<file path="src/rtl/sram_wr_sched_if.sv">
// Requester beat stream into the SRAM write scheduler.
// A beat moves when valid and ready are both high on a rising clock edge.
interface sram_wr_sched_if #(
    parameter int BUS_SIZE  = 32,
    parameter int DAT_SIZE  = 8,
    parameter int DAT_CNT_W = 2
);
    logic                         valid;
    logic                         ready;
    logic                         last;
    logic [BUS_SIZE-1:0]          smap;
    logic [BUS_SIZE*DAT_SIZE-1:0] data;
    logic [DAT_CNT_W-1:0]         dcnt;

    modport master (output valid, last, smap, data, dcnt, input ready);
    modport slave  (input valid, last, smap, data, dcnt, output ready);
endinterface

</file>
<file path="src/rtl/sram_wr_sched.sv">
// Shares one SRAM write port between the filter and IFM chunk streams.
// Arbitration is per chunk, and done_o pulses once both programmed chunk totals are written.
module sram_wr_sched #(
    parameter int BUS_SIZE  = 32,
    parameter int DAT_SIZE  = 8,
    parameter int DAT_CNT_W = 2,
    parameter int CHUNK_W   = 8
) (
    input  logic                         clk_i,
    input  logic                         rst_i,
    input  logic                         start_i,
    input  logic [CHUNK_W-1:0]           fil_total_i,
    input  logic [CHUNK_W-1:0]           ifm_total_i,
    sram_wr_sched_if.slave               fil_if,
    sram_wr_sched_if.slave               ifm_if,
    output logic                         wr_valid_o,
    input  logic                         wr_ready_i,
    output logic                         wr_sel_o,
    output logic [BUS_SIZE-1:0]          wr_smap_o,
    output logic [BUS_SIZE*DAT_SIZE-1:0] wr_data_o,
    output logic [DAT_CNT_W-1:0]         wr_dcnt_o,
    output logic [CHUNK_W-1:0]           wr_chunk_o,
    output logic                         done_o,
    output logic                         err_o
);
    typedef enum logic [2:0] {IDLE, ARB, GNT_FIL, GNT_IFM, DRAIN} state_e;

    state_e                       state_q;
    logic [CHUNK_W-1:0]           fil_total_q, ifm_total_q;
    logic [CHUNK_W-1:0]           fil_cnt_q, ifm_cnt_q;
    logic [CHUNK_W-1:0]           fil_cnt_d, ifm_cnt_d;
    logic                         rr_fil_q;
    logic                         wr_valid_q, wr_sel_q, done_q, err_q;
    logic [BUS_SIZE-1:0]          wr_smap_q;
    logic [BUS_SIZE*DAT_SIZE-1:0] wr_data_q;
    logic [DAT_CNT_W-1:0]         wr_dcnt_q;
    logic [CHUNK_W-1:0]           wr_chunk_q;

    logic fil_done, ifm_done, fil_elig, ifm_elig;
    logic out_free, fil_acc, ifm_acc, arb_or_gnt;

    assign fil_done   = (fil_cnt_q == fil_total_q);
    assign ifm_done   = (ifm_cnt_q == ifm_total_q);
    assign fil_elig   = fil_if.valid && !fil_done;
    assign ifm_elig   = ifm_if.valid && !ifm_done;
    assign fil_cnt_d  = fil_cnt_q + 1'b1;
    assign ifm_cnt_d  = ifm_cnt_q + 1'b1;
    assign arb_or_gnt = (state_q == ARB) || (state_q == GNT_FIL) || (state_q == GNT_IFM);

    // The single output register may take a new beat when empty or being drained this cycle.
    assign out_free     = !wr_valid_q || wr_ready_i;
    assign fil_if.ready = (state_q == GNT_FIL) && out_free && !fil_done;
    assign ifm_if.ready = (state_q == GNT_IFM) && out_free && !ifm_done;
    assign fil_acc      = fil_if.valid && fil_if.ready;
    assign ifm_acc      = ifm_if.valid && ifm_if.ready;

    // NOTE: the data-path registers are reset as well so that every output reads 0 after reset.
    always_ff @(posedge clk_i or negedge rst_i) begin
        if (!rst_i) begin
            state_q     <= IDLE;
            fil_total_q <= '0;
            ifm_total_q <= '0;
            fil_cnt_q   <= '0;
            ifm_cnt_q   <= '0;
            rr_fil_q    <= 1'b1;
            wr_valid_q  <= 1'b0;
            wr_sel_q    <= 1'b0;
            wr_smap_q   <= '0;
            wr_data_q   <= '0;
            wr_dcnt_q   <= '0;
            wr_chunk_q  <= '0;
            done_q      <= 1'b0;
            err_q       <= 1'b0;
        end else begin
            done_q <= 1'b0;
            // NOTE: later non-blocking assignments in this block override these defaults.
            if (wr_valid_q && wr_ready_i) wr_valid_q <= 1'b0;
            if (arb_or_gnt && ((fil_if.valid && fil_done) || (ifm_if.valid && ifm_done)))
                err_q <= 1'b1;

            unique case (state_q)
                IDLE: begin
                    if (start_i) begin
                        fil_total_q <= fil_total_i;
                        ifm_total_q <= ifm_total_i;
                        fil_cnt_q   <= '0;
                        ifm_cnt_q   <= '0;
                        err_q       <= 1'b0;
                        state_q     <= ARB;
                    end
                end
                ARB: begin
                    if (fil_done && ifm_done) begin
                        state_q <= DRAIN;
                    end else if (fil_elig && ifm_elig) begin
                        state_q  <= rr_fil_q ? GNT_FIL : GNT_IFM;
                        rr_fil_q <= !rr_fil_q;
                    end else if (fil_elig) begin
                        state_q <= GNT_FIL;
                    end else if (ifm_elig) begin
                        state_q <= GNT_IFM;
                    end
                end
                GNT_FIL: begin
                    if (fil_acc) begin
                        wr_valid_q <= 1'b1;
                        wr_sel_q   <= 1'b1;
                        wr_smap_q  <= fil_if.smap;
                        wr_data_q  <= fil_if.data;
                        wr_dcnt_q  <= fil_if.dcnt;
                        wr_chunk_q <= fil_cnt_q;
                        if (fil_if.last) begin
                            fil_cnt_q <= fil_cnt_d;
                            state_q   <= ARB;
                        end
                    end
                end
                GNT_IFM: begin
                    if (ifm_acc) begin
                        wr_valid_q <= 1'b1;
                        wr_sel_q   <= 1'b0;
                        wr_smap_q  <= ifm_if.smap;
                        wr_data_q  <= ifm_if.data;
                        wr_dcnt_q  <= ifm_if.dcnt;
                        wr_chunk_q <= ifm_cnt_q;
                        if (ifm_if.last) begin
                            ifm_cnt_q <= ifm_cnt_d;
                            state_q   <= ARB;
                        end
                    end
                end
                DRAIN: begin
                    if (!wr_valid_q) begin
                        done_q  <= 1'b1;
                        state_q <= IDLE;
                    end
                end
                default: state_q <= IDLE;
            endcase
        end
    end

    assign wr_valid_o = wr_valid_q;
    assign wr_sel_o   = wr_sel_q;
    assign wr_smap_o  = wr_smap_q;
    assign wr_data_o  = wr_data_q;
    assign wr_dcnt_o  = wr_dcnt_q;
    assign wr_chunk_o = wr_chunk_q;
    assign done_o     = done_q;
    assign err_o      = err_q;
endmodule
</file>
<file path="src/flat_wrapper.sv">
// flat-port wrapper written by rule: the top's interface ports become plain ports
module sram_wr_sched_flat 
#(
    parameter int BUS_SIZE  = 32,
    parameter int DAT_SIZE  = 8,
    parameter int DAT_CNT_W = 2,
    parameter int CHUNK_W   = 8
)
  (clk_i, rst_i, start_i, fil_total_i, ifm_total_i, wr_valid_o, wr_ready_i, wr_sel_o, wr_smap_o, wr_data_o, wr_dcnt_o, wr_chunk_o, done_o, err_o, fil_if_valid, fil_if_last, fil_if_smap, fil_if_data, fil_if_dcnt, fil_if_ready, ifm_if_valid, ifm_if_last, ifm_if_smap, ifm_if_data, ifm_if_dcnt, ifm_if_ready);
  sram_wr_sched_if #(.BUS_SIZE(BUS_SIZE), .DAT_SIZE(DAT_SIZE), .DAT_CNT_W(DAT_CNT_W)) fil_if_i ();
  sram_wr_sched_if #(.BUS_SIZE(BUS_SIZE), .DAT_SIZE(DAT_SIZE), .DAT_CNT_W(DAT_CNT_W)) ifm_if_i ();
  input  logic clk_i;
  input  logic rst_i;
  input  logic start_i;
  input  logic [CHUNK_W-1:0] fil_total_i;
  input  logic [CHUNK_W-1:0] ifm_total_i;
  output logic wr_valid_o;
  input  logic wr_ready_i;
  output logic wr_sel_o;
  output logic [BUS_SIZE-1:0] wr_smap_o;
  output logic [BUS_SIZE*DAT_SIZE-1:0] wr_data_o;
  output logic [DAT_CNT_W-1:0] wr_dcnt_o;
  output logic [CHUNK_W-1:0] wr_chunk_o;
  output logic done_o;
  output logic err_o;
  input wire logic [$bits(fil_if_i.valid)-1:0] fil_if_valid;
  input wire logic [$bits(fil_if_i.last)-1:0] fil_if_last;
  input wire logic [$bits(fil_if_i.smap)-1:0] fil_if_smap;
  input wire logic [$bits(fil_if_i.data)-1:0] fil_if_data;
  input wire logic [$bits(fil_if_i.dcnt)-1:0] fil_if_dcnt;
  output wire logic [$bits(fil_if_i.ready)-1:0] fil_if_ready;
  input wire logic [$bits(ifm_if_i.valid)-1:0] ifm_if_valid;
  input wire logic [$bits(ifm_if_i.last)-1:0] ifm_if_last;
  input wire logic [$bits(ifm_if_i.smap)-1:0] ifm_if_smap;
  input wire logic [$bits(ifm_if_i.data)-1:0] ifm_if_data;
  input wire logic [$bits(ifm_if_i.dcnt)-1:0] ifm_if_dcnt;
  output wire logic [$bits(ifm_if_i.ready)-1:0] ifm_if_ready;
  assign fil_if_i.valid = fil_if_valid;
  assign fil_if_i.last = fil_if_last;
  assign fil_if_i.smap = fil_if_smap;
  assign fil_if_i.data = fil_if_data;
  assign fil_if_i.dcnt = fil_if_dcnt;
  assign fil_if_ready = fil_if_i.ready;
  assign ifm_if_i.valid = ifm_if_valid;
  assign ifm_if_i.last = ifm_if_last;
  assign ifm_if_i.smap = ifm_if_smap;
  assign ifm_if_i.data = ifm_if_data;
  assign ifm_if_i.dcnt = ifm_if_dcnt;
  assign ifm_if_ready = ifm_if_i.ready;
  sram_wr_sched #(.BUS_SIZE(BUS_SIZE), .DAT_SIZE(DAT_SIZE), .DAT_CNT_W(DAT_CNT_W), .CHUNK_W(CHUNK_W)) u_core (.clk_i(clk_i), .rst_i(rst_i), .start_i(start_i), .fil_total_i(fil_total_i), .ifm_total_i(ifm_total_i), .fil_if(fil_if_i), .ifm_if(ifm_if_i), .wr_valid_o(wr_valid_o), .wr_ready_i(wr_ready_i), .wr_sel_o(wr_sel_o), .wr_smap_o(wr_smap_o), .wr_data_o(wr_data_o), .wr_dcnt_o(wr_dcnt_o), .wr_chunk_o(wr_chunk_o), .done_o(done_o), .err_o(err_o));
endmodule
</file>
<file path="config.mk">
export PLATFORM = sky130hd
export DESIGN_NAME = sram_wr_sched_flat
export DESIGN_NICKNAME = d
export VERILOG_FILES = /design/src/rtl/sram_wr_sched_if.sv /design/src/rtl/sram_wr_sched.sv /design/src/flat_wrapper.sv
export SDC_FILE = /design/constraint.sdc
export NUM_CORES = 1
export LEC_CHECK = 0
export CAP_MARGIN = 10
export CORE_AREA = 2 2 350 352
export CTS_CLUSTER_SIZE = 24
export DETAILED_ROUTE_END_ITERATION = 10
export DIE_AREA = 0 0 352 354
export PLACE_DENSITY = 0.37
export RECOVER_POWER = 25
export REMOVE_ABC_BUFFERS = 1
export SETUP_SLACK_MARGIN = 0.15
export SYNTH_ARGS = -nofsm -noshare
export SYNTH_HDL_FRONTEND = slang
export SYNTH_SLANG_ARGS = --single-unit
</file>
<file path="constraint.sdc">
create_clock -name clk_i -period 2.2 [get_ports clk_i]
set_input_delay 0.66 -clock clk_i [delete_from_list [all_inputs] [get_ports clk_i]]
set_output_delay 0.66 -clock clk_i [all_outputs]
set_load 0.005 [all_outputs]
</file>
==> impl_results.md, run 1 <==
* Mux share of post-synthesis cell area at 1.31%
* Crit share post-route at 121%
* Max Clk Rate at 377 MHz
* Commonest non-fill, non-tap cells in the layout: clkdlybuf4s50_1 (878), nand2_1 (606), dfrtp_1 (331)
* Simple-gate share of the synthesized area at 24.2%
* CP arrival at 1.99 ns
* Die Ht at 354 microns
* CTS Root Buffer Type: clkbuf_16
* Antenna Nets Post-Route at 0
* Hold Crit Class: reg2reg
* Final Non-Filler Cells at 4559
* Period minus WS final at 2.65 ns
* Final Worst Setup Slack at -0.454 ns
* Slowest CP cell: dfrtp_1
* H-Tree Depth at 2
* Dpl hpwl at 73300 microns
* Area Overhead vs Synth at 126%
* Setup total negative slack at -96.33 ns
* Adder-Cell Fraction of Synth Area at 0.163%
* Seq cells post-synth at 338
* Metal-1 WL at 42200 microns
* PD cells at 1490 nW/um^2
* Worst Tran Pin Value at 0.843 ns
* Clk Latency, worst-skew pair at 0.61 ns
* Placed Cells incl. Taps at 4343
* FP Rows at 128
* Worst Path Required at 1.54 ns
* CP Launch Type: flop
* Num CTS Buffers at 47
* Max incr delay on CP at 0.40 ns
* Via density per instance at 3.93
* Main combinational cell family by area after synthesis: simple AND/OR/NAND/NOR gates
* Final Max Slew Viols at 0
* Initial core utilization at 12.7%
* Final Skew at 0.0251 ns
* Buffers and inverters on the worst path at 2
* Power, Total at 51.7 mW
* Layout cells sized above 1 at 25.5%
* Total gr overflow at 0
* Cell Area, Placed at 27200 sq um
* Failing checks: setup timing
* DR top layer: met5
* Routed wire length at 105000 microns
* Max FO, Critical Path at 2
* Fin. Hold Viols at 0
* Largest net degree at the start of global routing at 95
* CP Class: reg2out
* Met2 routed WL at 52000 microns
* Pre-CTS WS at -0.427 ns
* Syn Area/Cell at 8.42 sq um
* VDD IR-drop max at 0.000666 V
* DR iter-0 viols at 954
* P_leak at 13.3 nW
* Post-Synthesis Cells at 1825
* Area leader, netlist: dfrtp_1
* Final instance area at 34700 sq um
* Sequential share of the synthesized area at 55.0%
* Sink Count at 338
* Clock Path Buffers at 3
* Clock Pin Slew Worst Setup and Hold Paths at 0.05 ns
* Top-Level Pins at 908
* Initial antenna violation count at 14
* Cell family with most CP delay: simple AND/OR/NAND/NOR gates
* Vias in the first global route at 18238
* Routability Congestion at 0.794
* Synth Area in Compound Gates at 13.8%
* Die width at 352 microns
* Core footprint at 121000 sq um
* Crit end category: output port
* Syn. warnings at 0
* Mapped cell area at 15400 sq um
* Drt wl/cell at 23.1 microns
* Synth area leaders: dfrtp_1 (55%), nand2_1 (15%), a31oi_1 (12%)
* Cell Chain, Critical Path: xor2_1 -> nor4_2 -> buf_4 -> nand2_4 -> and3_4 -> buf_6
* DR vias at 17922
* Rel. slew slack at 43.8%
* Status: finished with violations
* Top-area cell type share of the netlist area at 54.9%
* Number of port buffers at 907
* Synth Area in XOR/XNOR at 1.42%
* DRT Pass-1 Iters at 5
* Most common cell after layout, fill and taps aside: clkdlybuf4s50_1
* DRC Markers at 0
* TritonCTS clock tree: done
* Met3 routed WL at 8090 microns
* First-pass GRT wire length at 141000 microns
* Total Routing Usage GR at 15.7%
* Die area at 125000 sq um
* Post-synth cell types at 40
* Nets at 3498
* Max_cap viols at 0
* Setup-failing EPs final at 407
* Unrepaired setup endpoints after global routing: true
-- report_power, final --
group / internal, mW / leakage (nW) / switching (mW) / total [mW]
Combinational: 16.5 / 8.68 / 14.7 / 31.2
Clock: 4.98 / 0.809 / 3.22 / 8.20
Sequential: 9.37 / 3.82 / 2.96 / 12.3
-- cells by family (layout without fill, tap and decap cells) --
| group | after synthesis | count (layout) |
|---|---|---|
| other cells | 0 | 6 |
| simple gates | 957 | 957 |
| mux | 18 | 18 |
| flops | 338 | 338 |
| fa+ha+maj | 2 | 2 |
| buf+inv | 148 | 1251 |
| compound gates | 337 | 337 |
| xor+xnor | 25 | 25 |
-- cells in the mapped netlist --
cell       count
a211o_1        1
a211oi_1       3
a211oi_2       1
a21o_1         2
a21oi_1        9
a221oi_1       1
a22o_1         2
a2bb2oi_1      2
a31oi_1      300
and3_1         7
and3b_1        1
buf_2         56
buf_4          1
clkbuf_1      85
dfrtp_1      337
dfstp_2        1
ha_1           2
inv_1          6
mux2_2        17
mux2i_1        1
nand2_1      609
nand2b_1       3
nand3_1        6
nand3b_1       1
nand4_1        3
nor2_1       311
nor2b_1        1
nor3_1         3
nor3b_1        1
nor4_1         3
nor4_2         3
nor4b_4        1
o2111ai_1      3
o211ai_1       1
o21a_1         1
o21ai_0        9
o21ai_1        1
o22ai_1        1
or3_1          4
xor2_1        25
-- sequential cells by signal (all words and copies together), names as in the netlist --
register / count
u_core.ifm_cnt_q: 8
u_core.err_o: 1
u_core.ifm_total_q: 8
u_core.wr_chunk_o: 8
u_core.fil_cnt_q: 8
u_core.done_o: 1
u_core.wr_valid_o: 1
u_core.wr_dcnt_o: 2
u_core.wr_smap_o: 32
u_core.wr_sel_o: 1
u_core.fil_total_q: 8
u_core.state_q: 3
u_core.wr_data_o: 256
u_core.rr_fil_q: 1
-- layer usage --
metal | vias up | track usage [%]
met1 | 8834 | 18.2
li1 | 8342 | -
met3 | 136 | 5.58
met5 | - | 0
met2 | 596 | 26.8
met4 | 14 | 5.11
-- worst paths after layout --
kind                                    endpoint  cells after the start             startpoint  slack, ns
max                                 fil_if_ready                      6  u_core.fil_total_q[2]      -0.45
min                              u_core.rr_fil_q                      1        u_core.rr_fil_q       0.52
max reg2reg                  u_core.wr_data_o[2]                     15  u_core.ifm_total_q[5]      -0.41
min reg2reg                      u_core.rr_fil_q                      1        u_core.rr_fil_q       0.52
max in group asynchronous  u_core.wr_data_o[247]                      4                  rst_i       0.13
min in group asynchronous  u_core.wr_data_o[176]                      2                  rst_i       0.71
-- through the flow --
step	hold WS, ns	utilization (%)
after floorplan	0.364	-
after global routing	0.535	28.7
after global placement	0.512	22.5
after CTS	0.468	26.2
final	0.520	28.7
after detailed placement	0.514	22.5
-- cell type report --
cell class              instances  area [sq um]
repair buffers               1160         13500
clock buffers                  79          1550
flip-flops and latches        338          8470
inverters                       6          22.5
diodes                          6          15.0
clock inverters                 6          80.1
well taps                    1625          2030
fillers                     12884         86200
multi-input cells            1339          8980
-- timing repair --
action	CTS	global route
pin swaps	22	10
endpoints found under the hold margin	18	0
hold buffers	1	0
endpoints found under the setup margin	606	601
gates resized for setup	290	452
cloned	55	27
setup buffers	26	16
Note: power is estimated with default switching activity, not from simulation.
==> run 2: changes to the inputs <==
==> constraint.sdc (replaced) <==
create_clock -name clk_i -period 2.2 [get_ports clk_i]
set_input_delay 0.66 -clock clk_i [delete_from_list [all_inputs] [get_ports clk_i]]
set_output_delay 0.66 -clock clk_i [all_outputs]
set_load 0.05 [all_outputs]
==> impl_results.md, run 2 (same netlist as run 1, synthesis figures left out) <==
* Final Worst Setup Slack at -0.560 ns
* DRT Pass-1 Iters at 5
* Initial core utilization at 12.7%
* Die Ht at 354 microns
* Worst Reg-to-Reg Cells at 14
* Final Skew at 0.0247 ns
* Via density per instance at 3.86
* Clock power frac at 14.1%
* Area Overhead vs Synth at 105%
* CP arrival at 2.10 ns
* PD cells at 1750 nW/um^2
* Worst Path Required at 1.54 ns
* Worst Tran Pin Value at 1.01 ns
* Final instance area at 31600 sq um
* Failing checks: setup timing
* DRC Markers at 0
* Unrepaired setup endpoints after global routing: true
* Period minus WS final at 2.76 ns
* Logic pwr share at 64.1%
* Internal power contribution at 27.0 mW
* Clk Latency, worst-skew pair at 0.61 ns
* Final hold slack at 0.524 ns
* Hold Crit Depth at 1
* H-Tree Depth at 2
* Top-Level Pins at 908
* First-pass GRT wire length at 135000 microns
* CP Class: reg2out
* TritonCTS clock tree: done
* Most common cell after layout, fill and taps aside: nand2_1
* Fin. Hold Viols at 0
* Max incr delay on CP at 0.41 ns
* VDD IR-drop max at 0.000747 V
* Crit end category: output port
* Final Max Slew Viols at 0
* DR iter-0 viols at 903
* Clock Path Buffers at 3
* Final core utilization at 26.1%
* Flop pwr share at 21.8%
* Num CTS Buffers at 46
* Setup-failing EPs final at 304
* P_leak at 12.8 nW
* Cell Area, Placed at 26700 sq um
* Max_cap viols at 0
* Setup total negative slack at -115.20 ns
* Crit share post-route at 125%
* Core footprint at 121000 sq um
* NetSw at 28.3 mW
* Sink Count at 338
* Rel. slew slack at 32.6%
* Clock Pin Slew Worst Setup and Hold Paths at 0.06 ns
* Placed Cells incl. Taps at 4333
* Vias in the first global route at 17464
* Layout cells sized above 1 at 28.8%
* Antenna Nets Post-Route at 0
* Total Routing Usage GR at 14.9%
* Final Non-Filler Cells at 4516
* Pre-CTS WS at -0.369 ns
* DR vias at 17453
* Hold Crit Class: reg2reg
* Die area at 125000 sq um
* Max Clk Rate at 362 MHz
* Slowest CP cell: dfrtp_1
* Largest net degree at the start of global routing at 88
* Commonest non-fill, non-tap cells in the layout: nand2_1 (606), clkdlybuf4s50_1 (602), dfrtp_1 (336)
* Number of flip-flops in the largest register at 256
* Power, Total at 55.3 mW
* FP Rows at 128
* CTS Root Buffer Type: clkbuf_16
* Nets at 3452
* Number of port buffers at 907
* Dpl hpwl at 72800 microns
* Cell Chain, Critical Path: xor2_2 -> nor4_4 -> buf_4 -> nand2_2 -> and3_4 -> buf_12
* Routed wire length at 101000 microns
* Initial antenna violation count at 16
* CP Launch Type: flop
* Die width at 352 microns
* Drt wl/cell at 22.4 microns
* Routability Congestion at 0.808
* Switch share at 51.2%
* Status: finished with violations
* Total gr overflow at 0
* Max FO, Critical Path at 2
==> run 2: cell count changes in the layout (fill, tap and decap cells not counted), moves of 11 or more <==
cell and change:
clkdlybuf4s50_1 -276, clkdlybuf4s15_2 +21, a31oi_1 +54, nor2_1 +87
nor2_4 -58, nor2_2 -29, clkbuf_8 -11, buf_2 +30
buf_4 +219, a31oi_4 -55, buf_16 -32
==> run 2: repair_timing <==
action | in CTS | in global routing
hold buffers | 1 | 0
setup endpoints to repair | 382 | 334
endpoints found under the hold margin | 21 | 0
buffers inserted | 13 | 16
resized for setup | 365 | 299
pin swaps | 10 | 11
gates cloned | 27 | 33
==> run 2: power by group through the flow <==
| stage | sequential, mW | clock (mW) | combinational, mW |
|---|---|---|---|
| 2_1_floorplan | 18.2 | 0 | 5.09 |
| 3_3_place_gp | 11.5 | 0 | 29.9 |
| 3_5_place_dp | 11.6 | 0 | 29.9 |
| 4_1_cts | 11.6 | 8.15 | 32.2 |
| 5_1_grt | 12.4 | 8.38 | 37.5 |
| 6_report | 12.0 | 7.83 | 35.5 |
==> run 2: path summary, 6_finish.rpt <==
check	start	to	slack, ns
setup reg to reg	u_core.ifm_cnt_q[4]	u_core.wr_data_o[77]	-0.50
min in group asynchronous	rst_i	u_core.wr_data_o[207]	0.76
setup / recovery	u_core.ifm_cnt_q[4]	ifm_if_ready	-0.56
hold / removal	u_core.rr_fil_q	u_core.rr_fil_q	0.52
hold reg to reg	u_core.rr_fil_q	u_core.rr_fil_q	0.52
max in group asynchronous	rst_i	u_core.wr_data_o[183]	0
==> run 2: critical path, delay by kind of cell (launching register included) <==
kind / cells / cell delay [ns]
xor gates and xnor gates: 1 / 0.20
buffers and inverters: 2 / 0.33
DFF: 1 / 0.41
and+or+nand+nor: 3 / 0.57
==> run 2: routing by layer <==
metal  part of all wire [%]  track usage [%]  up-vias
met5                   0.16                0        -
met4                    2.2             3.61       22
met3                    8.0             5.41      120
met2                     50             25.9      592
met1                     39             17.2     8484
li1                       -                -     8235
==> run 2: area by class of cell <==
type	count	area [sq um]
antenna	7	17.5
clock buffer	72	1410
clock inverter	14	128
fill	13141	89400
inverter	6	22.5
multi-input combinational	1339	7650
sequential	338	8460
tap	1625	2030
timing repair buffer	1115	11800
==> run 3: changes to the inputs <==
--- a/config.mk
+++ b/config.mk
@@ -10,10 +10,10 @@
 export CTS_CLUSTER_SIZE = 24
 export DETAILED_ROUTE_END_ITERATION = 10
 export DIE_AREA = 0 0 352 354
-export PLACE_DENSITY = 0.37
 export RECOVER_POWER = 25
 export REMOVE_ABC_BUFFERS = 1
 export SETUP_SLACK_MARGIN = 0.15
 export SYNTH_ARGS = -nofsm -noshare
 export SYNTH_HDL_FRONTEND = slang
 export SYNTH_SLANG_ARGS = --single-unit
+export TNS_END_PERCENT = 10
==> impl_results.md, run 3 (same netlist as run 1, synthesis figures left out) <==
* Status: finished with violations
* Failing checks: setup timing
* PD cells at 1750 nW/um^2
* Crit end category: output port
* CP Class: reg2out
* Fill count at 13091
* Max Clk Rate at 372 MHz
* Max incr delay on CP at 0.39 ns
* FP Rows at 128
* P_leak at 12.2 nW
* Initial antenna violation count at 14
* NetSw at 27.4 mW
* Most common cell after layout, fill and taps aside: nand2_1
* Antenna Nets Post-Route at 0
* Crit share post-route at 122%
* Max FO, Critical Path at 2
* Logic pwr share at 62.8%
* Met1 Use GR at 18.0%
* Drt wl/cell at 21.8 microns
* DR vias at 17420
* Vias in the first global route at 17008
* TritonCTS clock tree: done
* Slowest CP cell: dfrtp_1
* Inserted Diodes at 0
* Final Skew at 0.0243 ns
* Setup-failing EPs final at 357
* Layout cells sized above 1 at 25.3%
* Clock power frac at 14.4%
* VDD IR-drop max at 0.000709 V
* Met3 Usage GRT at 5.08%
* Worst Path Required at 1.54 ns
* Met2 global-route usage at 23.1%
* Routability Congestion at 0.932
* Largest net degree at the start of global routing at 101
* Area Overhead vs Synth at 93.6%
* Die area at 125000 sq um
* Die width at 352 microns
* CP arrival at 2.03 ns
* Worst Tran Pin Value at 1.12 ns
* CTS Root Buffer Type: clkbuf_16
* Commonest non-fill, non-tap cells in the layout: nand2_1 (606), clkdlybuf4s50_1 (602), dfrtp_1 (336)
* Internal power contribution at 24.7 mW
* Final Max Slew Viols at 0
* Flop pwr share at 22.7%
* Clock Path Buffers at 3
* Final Worst Setup Slack at -0.489 ns
* Setup total negative slack at -81.73 ns
* Cell Chain, Critical Path: xor2_1 -> nor4_2 -> buf_4 -> nand2_4 -> and3_4 -> buf_12
* Initial core utilization at 12.7%
* Total gr overflow at 0
* Via density per instance at 3.90
* Power, Total at 52.1 mW
* Nets at 3412
* Dpl hpwl at 77200 microns
* Top-Level Pins at 908
* Number of flip-flops in the largest register at 256
* CP Launch Type: flop
* Routed wire length at 97300 microns
* Rel. slew slack at 25.4%
* Busiest grt layer: met2
* Clk Latency, worst-skew pair at 0.59 ns
* Total Routing Usage GR at 14.4%
* Die Ht at 354 microns
* Num CTS Buffers at 42
* Sink Count at 338
* Core footprint at 121000 sq um
* Clock Pin Slew Worst Setup and Hold Paths at 0.06 ns
* DR iter-0 viols at 1214
* Unrepaired setup endpoints after global routing: true
* Fin. Hold Viols at 0
* DRT Pass-1 Iters at 5
* Switch share at 52.6%
* Hold Crit Class: reg2reg
* Number of port buffers at 907
* First-pass GRT wire length at 129000 microns
* Max_cap viols at 0
* H-Tree Depth at 2
* DRC Markers at 0
* Period minus WS final at 2.69 ns
==> run 3: area by class of cell <==
class	instances	area (sq um)	area share, %
timing repair buffer	1079	10700	36.0
sequential	338	8460	28.4
multi-input combinational	1339	7050	23.7
tap	1625	2030	6.83
clock buffer	57	1250	4.21
clock inverter	18	236	0.795
inverter	6	22.5	0.0757
==> run 3: power by group through the flow <==
stage                     Sequential [mW]  Combinational (mW)  Clock, mW
after detailed placement             11.6                30.9          0
after global routing                 12.2                34.7       7.99
final                                11.9                32.8       7.53
after global placement               11.5                30.7          0
after CTS                            11.5                30.9       7.77
after floorplan                      18.2                5.09          0
==> run 3: repair_timing <==
| item | 4_1_cts | 5_1_grt |
|---|---|---|
| gates resized for setup | 284 | 265 |
| endpoints found under the setup margin | 391 | 332 |
| cloned | 0 | 23 |
| buffers inserted | 5 | 4 |
| pin swaps | 11 | 13 |
| hold buffers | 1 | 0 |
| hold endpoints to repair | 30 | 0 |
==> run 3: routing by layer <==
| metal | part of all wire, % | vias up |
|---|---|---|
| met5 | 0.15 | - |
| met2 | 46 | 750 |
| met1 | 42 | 8402 |
| met3 | 8.5 | 126 |
| met4 | 2.9 | 22 |
| li1 | - | 8120 |
==> run 3: worst max-delay path, delay by kind of cell (launching register included) <==
kind | cells | cell delay [ns]
buffers and inverters | 2 | 0.33
and+or+nand+nor | 3 | 0.55
xor gates and xnor gates | 1 | 0.18
DFF | 1 | 0.39
==> run 3: path summary, 6_finish.rpt <==
check	startpoint	endpoint	slack, ns	cells after the start
max reg2reg	u_core.fil_cnt_q[7]	u_core.wr_chunk_o[2]	-0.34	13
max in group asynchronous	rst_i	u_core.wr_data_o[190]	-0.03	4
min	u_core.rr_fil_q	u_core.rr_fil_q	0.52	1
min in group asynchronous	rst_i	u_core.fil_total_q[6]	0.88	2
min reg2reg	u_core.rr_fil_q	u_core.rr_fil_q	0.52	1
max	u_core.fil_cnt_q[7]	fil_if_ready	-0.49	6
==> run 3: metrics by stage <==
stage | std cells | hold WS, ns | worst slack, ns | area, sq um | util [%]
after detailed placement | 4354 | 0.514 | -0.475 | 26800 | 22.1
after CTS | 4435 | 0.525 | -0.568 | 28500 | 23.5
final | 4462 | 0.521 | -0.489 | 29800 | 24.6
after global routing | 4462 | 0.530 | -0.612 | 29800 | 24.6
after floorplan | 1683 | 0.364 | -13.74 | 14800 | -
after global placement | 4354 | 0.512 | -0.435 | 26800 | 22.1
